<file path="src/rtl/spi_flash_responder_if.sv">
// spi_flash_responder_if
//   Pin bundle between a serial-flash responder and its surroundings:
//   the four SPI wires plus the byte-wide read port into backing memory.
//   Parameters: ADDR_W - read address width.
//   Signals   : spi_cs, spi_sck, spi_mosi (initiator -> responder),
//               spi_miso (responder -> initiator),
//               mem_rd, mem_addr (responder -> memory),
//               mem_data (memory -> responder, one clk after mem_rd).
//   Modports  : slave  - the flash responder side,
//               master - the initiator/memory environment side.
`timescale 1ns/1ps
interface spi_flash_responder_if #(
    parameter int unsigned ADDR_W = 24
);
    logic              spi_cs;
    logic              spi_sck;
    logic              spi_mosi;
    logic              spi_miso;
    logic              mem_rd;
    logic [ADDR_W-1:0] mem_addr;
    logic [7:0]        mem_data;

    modport slave (
        input  spi_cs, spi_sck, spi_mosi, mem_data,
        output spi_miso, mem_rd, mem_addr
    );

    modport master (
        output spi_cs, spi_sck, spi_mosi, mem_data,
        input  spi_miso, mem_rd, mem_addr
    );
endinterface

</file>
<file path="src/rtl/spi_flash_responder.sv">
// spi_flash_responder
//   SPI mode-0 responder emulating a small serial NOR flash command set:
//   0x9F JEDEC ID, 0x05 status, 0x06/0x04 write-enable set/clear,
//   0xB9/0xAB deep power-down enter/release, 0x03 sequential read.
//   SPI pins are oversampled in clk (which must run at least 8x SCK).
//   Ports:
//     clk          - system clock
//     reset_n      - asynchronous active-low reset
//     bus          - slave modport: SPI pins and the memory read port
//     wel          - write-enable latch
//     powered_down - deep power-down state
`timescale 1ns/1ps
module spi_flash_responder #(
    parameter int unsigned ADDR_W   = 24,
    parameter logic [23:0] JEDEC_ID = 24'hEF4016
) (
    input  logic                  clk,
    input  logic                  reset_n,
    spi_flash_responder_if.slave  bus,
    output logic                  wel,
    output logic                  powered_down
);
    typedef enum logic [2:0] {
        ST_IDLE,
        ST_CMD,
        ST_ADDR,
        ST_DATA,
        ST_IGNORE
    } state_t;

    typedef enum logic [1:0] {
        SRC_JEDEC,
        SRC_STATUS,
        SRC_READ
    } src_t;

    typedef enum logic [2:0] {
        PEND_NONE,
        PEND_WREN,
        PEND_WRDI,
        PEND_PD,
        PEND_REL
    } pend_t;

    localparam logic [5:0]        ADDR_LAST = 6'(ADDR_W - 1);
    localparam logic [ADDR_W-1:0] ADDR_ONE  = {{(ADDR_W-1){1'b0}}, 1'b1};

    // Input conditioning
    logic [1:0] cs_sync;
    logic [1:0] sck_sync;
    logic [1:0] mosi_sync;
    logic       cs_prev;
    logic       sck_prev;
    logic       cs_lvl;
    logic       cs_rise;
    logic       sck_rise;
    logic       sck_fall;
    logic       mosi_bit;

    always_ff @(posedge clk or negedge reset_n) begin
        if (!reset_n) begin
            cs_sync   <= '1;
            sck_sync  <= '0;
            mosi_sync <= '0;
            cs_prev   <= 1'b1;
            sck_prev  <= 1'b0;
        end else begin
            cs_sync   <= {cs_sync[0], bus.spi_cs};
            sck_sync  <= {sck_sync[0], bus.spi_sck};
            mosi_sync <= {mosi_sync[0], bus.spi_mosi};
            cs_prev   <= cs_sync[1];
            sck_prev  <= sck_sync[1];
        end
    end

    assign cs_lvl   = cs_sync[1];
    assign cs_rise  = cs_sync[1] & ~cs_prev;
    assign sck_rise = sck_sync[1] & ~sck_prev;
    assign sck_fall = ~sck_sync[1] & sck_prev;
    assign mosi_bit = mosi_sync[1];

    // Datapath registers
    state_t            state;
    state_t            state_next;
    logic [5:0]        bit_cnt;
    logic [6:0]        cmd_sr;
    logic [ADDR_W-1:0] addr;
    src_t              src;
    pend_t             pend;
    logic              extra_bit;
    logic [1:0]        jedec_idx;
    logic [7:0]        tx_sh;
    logic              miso_q;
    logic              mem_rd_q;
    logic [ADDR_W-1:0] mem_addr_q;
    logic              rd_pending;
    logic              wel_q;
    logic              pd_q;
    logic [7:0]        status_byte;

    assign status_byte = {6'b0, wel_q, 1'b0};

    // Opcode decode, evaluated on the 8th command rise
    logic [7:0] opcode;
    state_t     dec_state;
    src_t       dec_src;
    pend_t      dec_pend;

    always_comb begin
        opcode    = {cmd_sr, mosi_bit};
        dec_state = ST_IGNORE;
        dec_src   = SRC_JEDEC;
        dec_pend  = PEND_NONE;
        if (pd_q) begin
            // Only release is honoured while powered down.
            if (opcode == 8'hAB) begin
                dec_pend = PEND_REL;
            end
        end else begin
            case (opcode)
                8'h9F: begin
                    dec_state = ST_DATA;
                    dec_src   = SRC_JEDEC;
                end
                8'h05: begin
                    dec_state = ST_DATA;
                    dec_src   = SRC_STATUS;
                end
                8'h03: begin
                    dec_state = ST_ADDR;
                    dec_src   = SRC_READ;
                end
                8'h06:   dec_pend = PEND_WREN;
                8'h04:   dec_pend = PEND_WRDI;
                8'hB9:   dec_pend = PEND_PD;
                8'hAB:   dec_pend = PEND_REL;
                default: dec_pend = PEND_NONE;
            endcase
        end
    end

    // FSM
    always_ff @(posedge clk or negedge reset_n) begin
        if (!reset_n) begin
            state <= ST_IDLE;
        end else begin
            state <= state_next;
        end
    end

    always_comb begin
        state_next = state;
        case (state)
            ST_IDLE: state_next = ST_CMD;
            ST_CMD: begin
                if (sck_rise && bit_cnt == 6'd7) begin
                    state_next = dec_state;
                end
            end
            ST_ADDR: begin
                if (sck_rise && bit_cnt == ADDR_LAST) begin
                    state_next = ST_DATA;
                end
            end
            default: state_next = state;
        endcase
        if (cs_lvl) begin
            state_next = ST_IDLE;
        end
    end

    always_ff @(posedge clk or negedge reset_n) begin
        if (!reset_n) begin
            bit_cnt    <= '0;
            cmd_sr     <= '0;
            addr       <= '0;
            src        <= SRC_JEDEC;
            pend       <= PEND_NONE;
            extra_bit  <= 1'b0;
            jedec_idx  <= '0;
            tx_sh      <= '0;
            miso_q     <= 1'b0;
            mem_rd_q   <= 1'b0;
            mem_addr_q <= '0;
            rd_pending <= 1'b0;
            wel_q      <= 1'b0;
            pd_q       <= 1'b0;
        end else begin
            mem_rd_q   <= 1'b0;
            rd_pending <= mem_rd_q;

            // Single-byte commands take effect only when cs rises with
            // no bit clocked after the opcode.
            if (cs_rise && state == ST_IGNORE && !extra_bit) begin
                case (pend)
                    PEND_WREN: wel_q <= 1'b1;
                    PEND_WRDI: wel_q <= 1'b0;
                    PEND_PD:   pd_q  <= 1'b1;
                    PEND_REL:  pd_q  <= 1'b0;
                    default:   ;
                endcase
            end

            if (cs_lvl) begin
                bit_cnt   <= '0;
                extra_bit <= 1'b0;
            end else if (sck_rise) begin
                case (state)
                    ST_CMD: begin
                        cmd_sr <= {cmd_sr[5:0], mosi_bit};
                        if (bit_cnt == 6'd7) begin
                            bit_cnt   <= '0;
                            src       <= dec_src;
                            pend      <= dec_pend;
                            jedec_idx <= 2'd0;
                            tx_sh     <= (dec_src == SRC_STATUS) ? status_byte
                                                                 : JEDEC_ID[23:16];
                        end else begin
                            bit_cnt <= bit_cnt + 6'd1;
                        end
                    end
                    ST_ADDR: begin
                        addr <= {addr[ADDR_W-2:0], mosi_bit};
                        if (bit_cnt == ADDR_LAST) begin
                            bit_cnt    <= '0;
                            mem_rd_q   <= 1'b1;
                            mem_addr_q <= {addr[ADDR_W-2:0], mosi_bit};
                        end else begin
                            bit_cnt <= bit_cnt + 6'd1;
                        end
                    end
                    ST_DATA: begin
                        if (bit_cnt == 6'd7) begin
                            bit_cnt <= '0;
                            case (src)
                                SRC_JEDEC: begin
                                    if (jedec_idx != 2'd3) begin
                                        jedec_idx <= jedec_idx + 2'd1;
                                    end
                                    case (jedec_idx)
                                        2'd0:    tx_sh <= JEDEC_ID[15:8];
                                        2'd1:    tx_sh <= JEDEC_ID[7:0];
                                        default: tx_sh <= 8'h00;
                                    endcase
                                end
                                SRC_STATUS: tx_sh <= status_byte;
                                default: begin
                                    addr       <= addr + ADDR_ONE;
                                    mem_rd_q   <= 1'b1;
                                    mem_addr_q <= addr + ADDR_ONE;
                                end
                            endcase
                        end else begin
                            bit_cnt <= bit_cnt + 6'd1;
                        end
                    end
                    ST_IGNORE: extra_bit <= 1'b1;
                    default:   ;
                endcase
            end

            if (state != ST_DATA) begin
                miso_q <= 1'b0;
            end else if (sck_fall) begin
                miso_q <= tx_sh[7];
                tx_sh  <= {tx_sh[6:0], 1'b0};
            end

            // Read data lands two clk after the strobe's rise detect,
            // well ahead of the fall that presents its MSB.
            if (rd_pending) begin
                tx_sh <= bus.mem_data;
            end
        end
    end

    assign bus.spi_miso = miso_q;
    assign bus.mem_rd   = mem_rd_q;
    assign bus.mem_addr = mem_addr_q;
    assign wel          = wel_q;
    assign powered_down = pd_q;

endmodule

</file>
<file path="src/flat_wrapper.sv">
// flat-port wrapper written by rule: the top's interface ports become plain ports
module spi_flash_responder_flat 
#(
    parameter int unsigned ADDR_W   = 24,
    parameter logic [23:0] JEDEC_ID = 24'hEF4016
)
  (clk, reset_n, wel, powered_down, bus_spi_cs, bus_spi_sck, bus_spi_mosi, bus_mem_data, bus_spi_miso, bus_mem_rd, bus_mem_addr);
  spi_flash_responder_if #(.ADDR_W(ADDR_W)) bus_i ();
  input  logic clk;
  input  logic reset_n;
  output logic wel;
  output logic powered_down;
  input wire logic [$bits(bus_i.spi_cs)-1:0] bus_spi_cs;
  input wire logic [$bits(bus_i.spi_sck)-1:0] bus_spi_sck;
  input wire logic [$bits(bus_i.spi_mosi)-1:0] bus_spi_mosi;
  input wire logic [$bits(bus_i.mem_data)-1:0] bus_mem_data;
  output wire logic [$bits(bus_i.spi_miso)-1:0] bus_spi_miso;
  output wire logic [$bits(bus_i.mem_rd)-1:0] bus_mem_rd;
  output wire logic [$bits(bus_i.mem_addr)-1:0] bus_mem_addr;
  assign bus_i.spi_cs = bus_spi_cs;
  assign bus_i.spi_sck = bus_spi_sck;
  assign bus_i.spi_mosi = bus_spi_mosi;
  assign bus_i.mem_data = bus_mem_data;
  assign bus_spi_miso = bus_i.spi_miso;
  assign bus_mem_rd = bus_i.mem_rd;
  assign bus_mem_addr = bus_i.mem_addr;
  spi_flash_responder #(.ADDR_W(ADDR_W), .JEDEC_ID(JEDEC_ID)) u_core (.clk(clk), .reset_n(reset_n), .bus(bus_i), .wel(wel), .powered_down(powered_down));
endmodule
</file>
<file path="config.mk">
export PLATFORM = sky130hd
export DESIGN_NAME = spi_flash_responder_flat
export DESIGN_NICKNAME = d
export VERILOG_FILES = /design/src/rtl/spi_flash_responder_if.sv /design/src/rtl/spi_flash_responder.sv /design/src/flat_wrapper.sv
export SDC_FILE = /design/constraint.sdc
export NUM_CORES = 1
export LEC_CHECK = 0
export CAP_MARGIN = 30
export CORE_UTILIZATION = 40
export CTS_CLUSTER_DIAMETER = 30
export DETAILED_ROUTE_END_ITERATION = 8
export DONT_BUFFER_PORTS = 1
export GPL_TIMING_DRIVEN = 0
export PLACE_DENSITY = 0.64
export SYNTH_ARGS = -nofsm -noshare
export SYNTH_HDL_FRONTEND = slang
export SYNTH_SLANG_ARGS = --single-unit
</file>
<file path="constraint.sdc">
create_clock -name clk -period 3 [get_ports clk]
set_input_delay 0.3 -clock clk [delete_from_list [all_inputs] [get_ports clk]]
set_output_delay 0.3 -clock clk [all_outputs]
set_load 0.02 [all_outputs]
</file>
# Yosys cells after proc, flatten, opt, wreduce, memory -nomap -nowiden
# Cells that the tools add are included.
dict set report classes {
  muxes 50
  add_sub_neg 3
  reduce_logical 30
  bitwise_logic 7
  n_eq_ne 30
}
# operator n
set op_table {}
lappend op_table {{case mux 24 bit (2 select lines)} 2}
lappend op_table {{two-way mux 24 bit} 3}
lappend op_table {{two-way mux 8 bit} 8}
lappend op_table {{case mux 8 bit (2 select lines)} 2}
lappend op_table {{adder 24 x 1 -> 24 bit, second input constant} 1}
lappend op_table {{equality test 8 x 3 -> 1 bit, second input constant} 3}
lappend op_table {{equality test 8 bit, second input constant} 3}
lappend op_table {{two-way mux 6 bit} 4}
lappend op_table {{two-way mux 3 bit} 6}
lappend op_table {{case mux 7 bit (2 select lines)} 1}
lappend op_table {{nonzero test 2 bit} 7}
lappend op_table {{equality test 3 x 2 -> 1 bit, second input constant} 4}
lappend op_table {{case mux 3 bit (4 select lines)} 1}
lappend op_table {{case mux 6 bit (2 select lines)} 1}
lappend op_table {{two-way mux 1 bit} 10}
lappend op_table {{two-way mux 2 bit} 5}
lappend op_table {{case mux 3 bit (3 select lines)} 1}
lappend op_table {{equality test 8 x 2 -> 1 bit, second input constant} 1}
lappend op_table {{!= test 2 x 1 -> 1 bit, second input constant} 4}
lappend op_table {{case mux 2 bit (2 select lines)} 2}
lappend op_table {{AND reduction 2 bit} 4}
lappend op_table {{AND reduction 7 bit} 1}
lappend op_table {{adder 6 x 1 -> 6 bit, second input constant} 1}
lappend op_table {{equality test 2 x 1 -> 1 bit, second input constant} 3}
lappend op_table {{23 further kinds} 42}
dict set report word_totals {
  wordCells 140
  inputBits 13
  register_bits 93
}

# Depth between registers and ports, before layout
dict set report logic_depth {
  depth_word 12
  ltp_mapped 8
}

# Worst setup path after synthesis
# Ideal clock, no wire load.
dict set report synth_timing {
  path_type {register to register}
  from {register u_core.addr[0]}
  to {register u_core.addr[18]}
  required_ns 2.926
  slack_ns 0.806
  stages_incl_launch_ff 8
  path_buffers 1
  setup_ns 0.074
  t_arrival_ns 2.120
  period_less_slack_ns 2.194
  path_cell_list {dfrtp_1 ha_1 nand4_4 or3_1 clkbuf_2 or4_1 a31o_1 o21ai_2}
}
dict set report synth_via {
  elab_chain_cells 4
}
# element line_no
set synth_rtl {}
lappend synth_rtl {{start, declared} spi_flash_responder.sv:87} ;# logic [ADDR_W-1:0] addr;
lappend synth_rtl {{start signal, assigned} spi_flash_responder.sv:223} ;# addr <= {addr[ADDR_W-2:0], mosi_bit};
lappend synth_rtl {{start signal, assigned} spi_flash_responder.sv:248} ;# addr <= addr + ADDR_ONE;
lappend synth_rtl {{adder 24 x 1 -> 24 bit} spi_flash_responder.sv:248}
lappend synth_rtl {{two-way mux 24 bit} spi_flash_responder.sv:235} ;# case (src)
lappend synth_rtl {{two-way mux 24 bit} spi_flash_responder.sv:233} ;# if (bit_cnt == 6'd7) begin
lappend synth_rtl {{case mux 24 bit (2 select lines)} spi_flash_responder.sv:208} ;# case (state)
# Every way passes these cells. The select of a mux whose other input is x is not followed.
# A chain may end at the register's enable or synchronous reset.

# Worst setup path in the final report
dict set report layout_timing {
  from {register u_core.state[2]}
  to {register u_core.addr[22]}
}
dict set report layout_via {
  elab_chain_cells 3
}
# element line_no
set layout_rtl {}
lappend layout_rtl {{start, declared} spi_flash_responder.sv:83} ;# state_t state;
lappend layout_rtl {{start signal, assigned} spi_flash_responder.sv:147} ;# state <= state_next;
lappend layout_rtl {{equality test 3 x 2 -> 1 bit} spi_flash_responder.sv:208}
lappend layout_rtl {{!= test 2 x 1 -> 1 bit (no source line) (tied with other cells)} -}
lappend layout_rtl {{AND reduction 5 bit (no source line)} -}
# Several ways; a longest one is shown, not always the timed one.

==> flow_metrics.env <==
export IMPL_avgSynthCellArea_um2=8.79
export IMPL_port_buffers=0
export IMPL_synth_xor_area_share_pct=1.00
export IMPL_crit_start="u_core.state[2]$_DFFE_PN0P_"
export IMPL_clock_sinks=93
export IMPL_synth_compound_area_share_pct=24.6
export IMPL_antenna_found_initial=0
export IMPL_placedCellCount=768
export IMPL_cap_violations=0
export IMPL_vias_per_cell=5.98
export IMPL_worstSetupPathType="flip-flop to flip-flop"
export IMPL_die_area_um2=13600
export IMPL_synthesis_nets=614
export IMPL_grt_usage_pct=22.2
export IMPL_finalCriticalPeriod_ns=2.69
export IMPL_start_util_pct=41.4
export IMPL_cp_slowest_cell="nand3_1"
export IMPL_clk_latency_ns=0.36
export IMPL_yosysMostFrequentCell="dfrtp_1"
export IMPL_power_density_nw_per_um2=502
export IMPL_clkTransAtPathRegs_ns=0.07
export IMPL_chipHeight_um=116
export IMPL_crit_cells=6
export IMPL_fin_tns_setup_ns=0
export IMPL_dp_hpwl_um=9850
export IMPL_cts_tree="done"
export IMPL_r2r_setup_slack_ns=0.31
export IMPL_crit_family="simple AND/OR/NAND/NOR gates"
export IMPL_drive_gt1_share_pct=8.91
export IMPL_synth_cell_type_count=72
export IMPL_firstDrtPassIters=8
export IMPL_wl_um=14200
export IMPL_area_growth_pct=11.1
export IMPL_hold_viol=0
export IMPL_drtAntennaViolNets=0
export IMPL_final_setup_viol_count=0
export IMPL_regArea_um2=2330
export IMPL_clk_path_buf_depth=2
export IMPL_gp_congestion=0.901
export IMPL_grt_max_degree=94
export IMPL_critPathCapture="u_core.addr[22]$_DFFE_PN0P_"
export IMPL_timing_rr_start="u_core.state[2]$_DFFE_PN0P_"
export IMPL_required_ns=3.25
export IMPL_synthMuxAreaShare_pct=3.44
export IMPL_rsz0062_at_grt="no"
export IMPL_drv_slew=0
export IMPL_p_leak_uw=0.00229
export IMPL_hp_class="input port to flip-flop"
export IMPL_dr_first_iter_drc_count=395
export IMPL_fmax_mhz=372
export IMPL_overflow=0
export IMPL_synth_top_family_by_area="compound AO/OA/AOI/OAI gates"
export IMPL_async_flop_share_pct=100
export IMPL_arrival_ns=2.94
export IMPL_synth_edf_count=0
export IMPL_fin_cells=789
export IMPL_status="complete, no violations"
export IMPL_yosysWarningCount=0
export IMPL_multi_input_area_um2=2660
export IMPL_cts_made_buffers=9
export IMPL_ir_worst_vdd_mv=0.246
export IMPL_yosys_area_share_adder_pct=1.19
export IMPL_core_area_um2=12700
export IMPL_tightest_slew_ns=0.794
export IMPL_yosys_top_cells_area="dfrtp_1, nand2_1, a21oi_1"
export IMPL_vias=4716
export IMPL_ctsHoldBuffers=5
export IMPL_die_w_um=116
export IMPL_maxSlewHeadroom_pct=46.9
export IMPL_synth_main_ff_cell="dfrtp_1"
export IMPL_n_antenna_cell=0
export IMPL_syn_instance_count=596
export IMPL_ys_seq_area_share_pct=44.5
export IMPL_worstPathMaxFanout=10
export IMPL_post_route_period_util_pct=89.6
export IMPL_io_pins=41
export IMPL_post_route_drc_count=0
export IMPL_cts_htree_levels=3
export IMPL_synth_top_cell_by_area="dfrtp_1"
export IMPL_critPathMaxStageDelay_ns=0.52
export IMPL_synthSimpleGateAreaFrac_pct=20.5
export IMPL_synth_commonest_cells="dfrtp_1, nand2_1, a21oi_1"
export IMPL_end_kind="flip-flop"
export IMPL_cts_root_buffer="clkbuf_16"
export IMPL_start_kind="flip-flop"
export IMPL_cts_resized=0
export IMPL_wl_per_cell_um=18.0
export IMPL_syn_area_um2=5240
export IMPL_synth_top_area_share_pct=43.0
export IMPL_critPathBufInv=2
export IMPL_grt_pass1_vias=4341
export IMPL_skew_ns=0.00725
export IMPL_row_count=41
export IMPL_nets=630
export IMPL_synth_seq_cells=93
export IMPL_timing_rr_end="u_core.addr[22]$_DFFE_PN0P_"
export IMPL_post_cts_buffers=0
export IMPL_crit_chain="clkbuf_1 -> nand3b_1 -> clkbuf_1 -> nand3_1 -> a21o_1 -> o311a_1"
export IMPL_grt_pass1_wl_um=22800
export IMPL_critical_path_most_common_cell="clkbuf_1"
export IMPL_rr_worst_depth=6
export IMPL_n_fill_cell=1244
## per-layer routing
layer  part of all wire, %  global-route usage [%]  up-vias
li1                      -                       -     2233
met5                     0                       0        -
met3                   7.2                    5.55       20
met1                    47                    31.6     2298
met4                   1.9                    8.89        0
met2                    44                    32.3      165
## cells by family after synthesis
logic type               count (synthesis)
AO/OA/AOI/OAI                          201
XOR/XNOR                                 6
adder cells (fa/ha/maj)                  5
buffers and inverters                   62
flip-flops                              93
multiplexers                            17
AND/OR/NAND/NOR                        212
## final cells by class
| class | count | area share [%] |
|---|---|---|
| Inverter | 14 | 0.902 |
| Clock inverter | 7 | 1.29 |
| Clock buffer | 9 | 3.87 |
| Multi-Input combinational cell | 441 | 45.7 |
| Buffer | 48 | 3.37 |
| Sequential cell | 93 | 40.0 |
| Tap cell | 172 | 3.70 |
| Timing Repair Buffer | 5 | 1.16 |
## power by group
part / leakage, uW / switching [uW] / internal [uW]
Sequential: 0.00126 / 59.4 / 1320
Clock: 0.000138 / 516 / 648
Combinational: 0.000889 / 242 / 145
Total: 0.00229 / 818 / 2110
## through the flow
step	hold WS [ns]	util [%]	cell area [um^2]	power, uW	setup WS [ns]
5_1_grt	0.0707	46.0	5820	3070	0.187
2_1_floorplan	0.00441	-	5240	1660	0.806
3_5_place_dp	0.0105	43.1	5460	1740	0.359
3_3_place_gp	0.0108	43.1	5460	1730	0.393
6_report	0.0674	46.0	5820	2930	0.312
4_1_cts	0.0641	46.0	5820	2940	0.358
## how the worst min path moves through the flow
stage	start	endpoint	slack [ns]	depth (start not counted)
5_1_grt	bus_mem_data[5]	u_core.tx_sh[5]$_DFF_PN0_	0.07	1
6_report	bus_mem_data[4]	u_core.tx_sh[4]$_DFF_PN0_	0.07	2
3_3_place_gp	reset_n	u_core.sck_sync[0]$_DFF_PN0_	0.01	0
2_1_floorplan	reset_n	u_core.addr[0]$_DFFE_PN0P_	0.004	0
4_1_cts	bus_mem_data[4]	u_core.tx_sh[4]$_DFF_PN0_	0.06	2
3_5_place_dp	reset_n	u_core.powered_down$_DFFE_PN0P_	0.01	0
## cell usage in the layout (no fill, tap or decap), drive strengths merged, types with 4 or more instances in the layout
cell,n
dfrtp,90
a211oi,13
nand4,14
and3,4
inv,15
a31oi,5
buf,13
mux2,8
nor3,12
a21o,12
o31ai,12
o21a,5
nand2b,6
nand3,20
clkbuf,45
or3,7
nor4,8
dlygate4sd3,4
nor2,46
o21ai,53
a22oi,5
mux2i,9
ha,5
a21oi,53
nand2,71
o221ai,6
## sequential cells by signal, summed over array words and instances (netlist names)
name,count
u_core.sck_sync,2
u_core.cs_prev,1
u_core.addr,24
u_core.cs_sync,2
u_core.state,3
u_core.tx_sh,8
u_core.extra_bit,1
u_core.pend,3
u_core.mosi_sync,2
u_core.bus.mem_addr,24
u_core.rd_pending,1
u_core.cmd_sr,7
u_core.src,2
u_core.bit_cnt,6
u_core.jedec_idx,2
u_core.bus.mem_rd,1
u_core.wel,1
u_core.powered_down,1
u_core.bus.spi_miso,1
u_core.sck_prev,1
(Power assumes the default switching activity.)
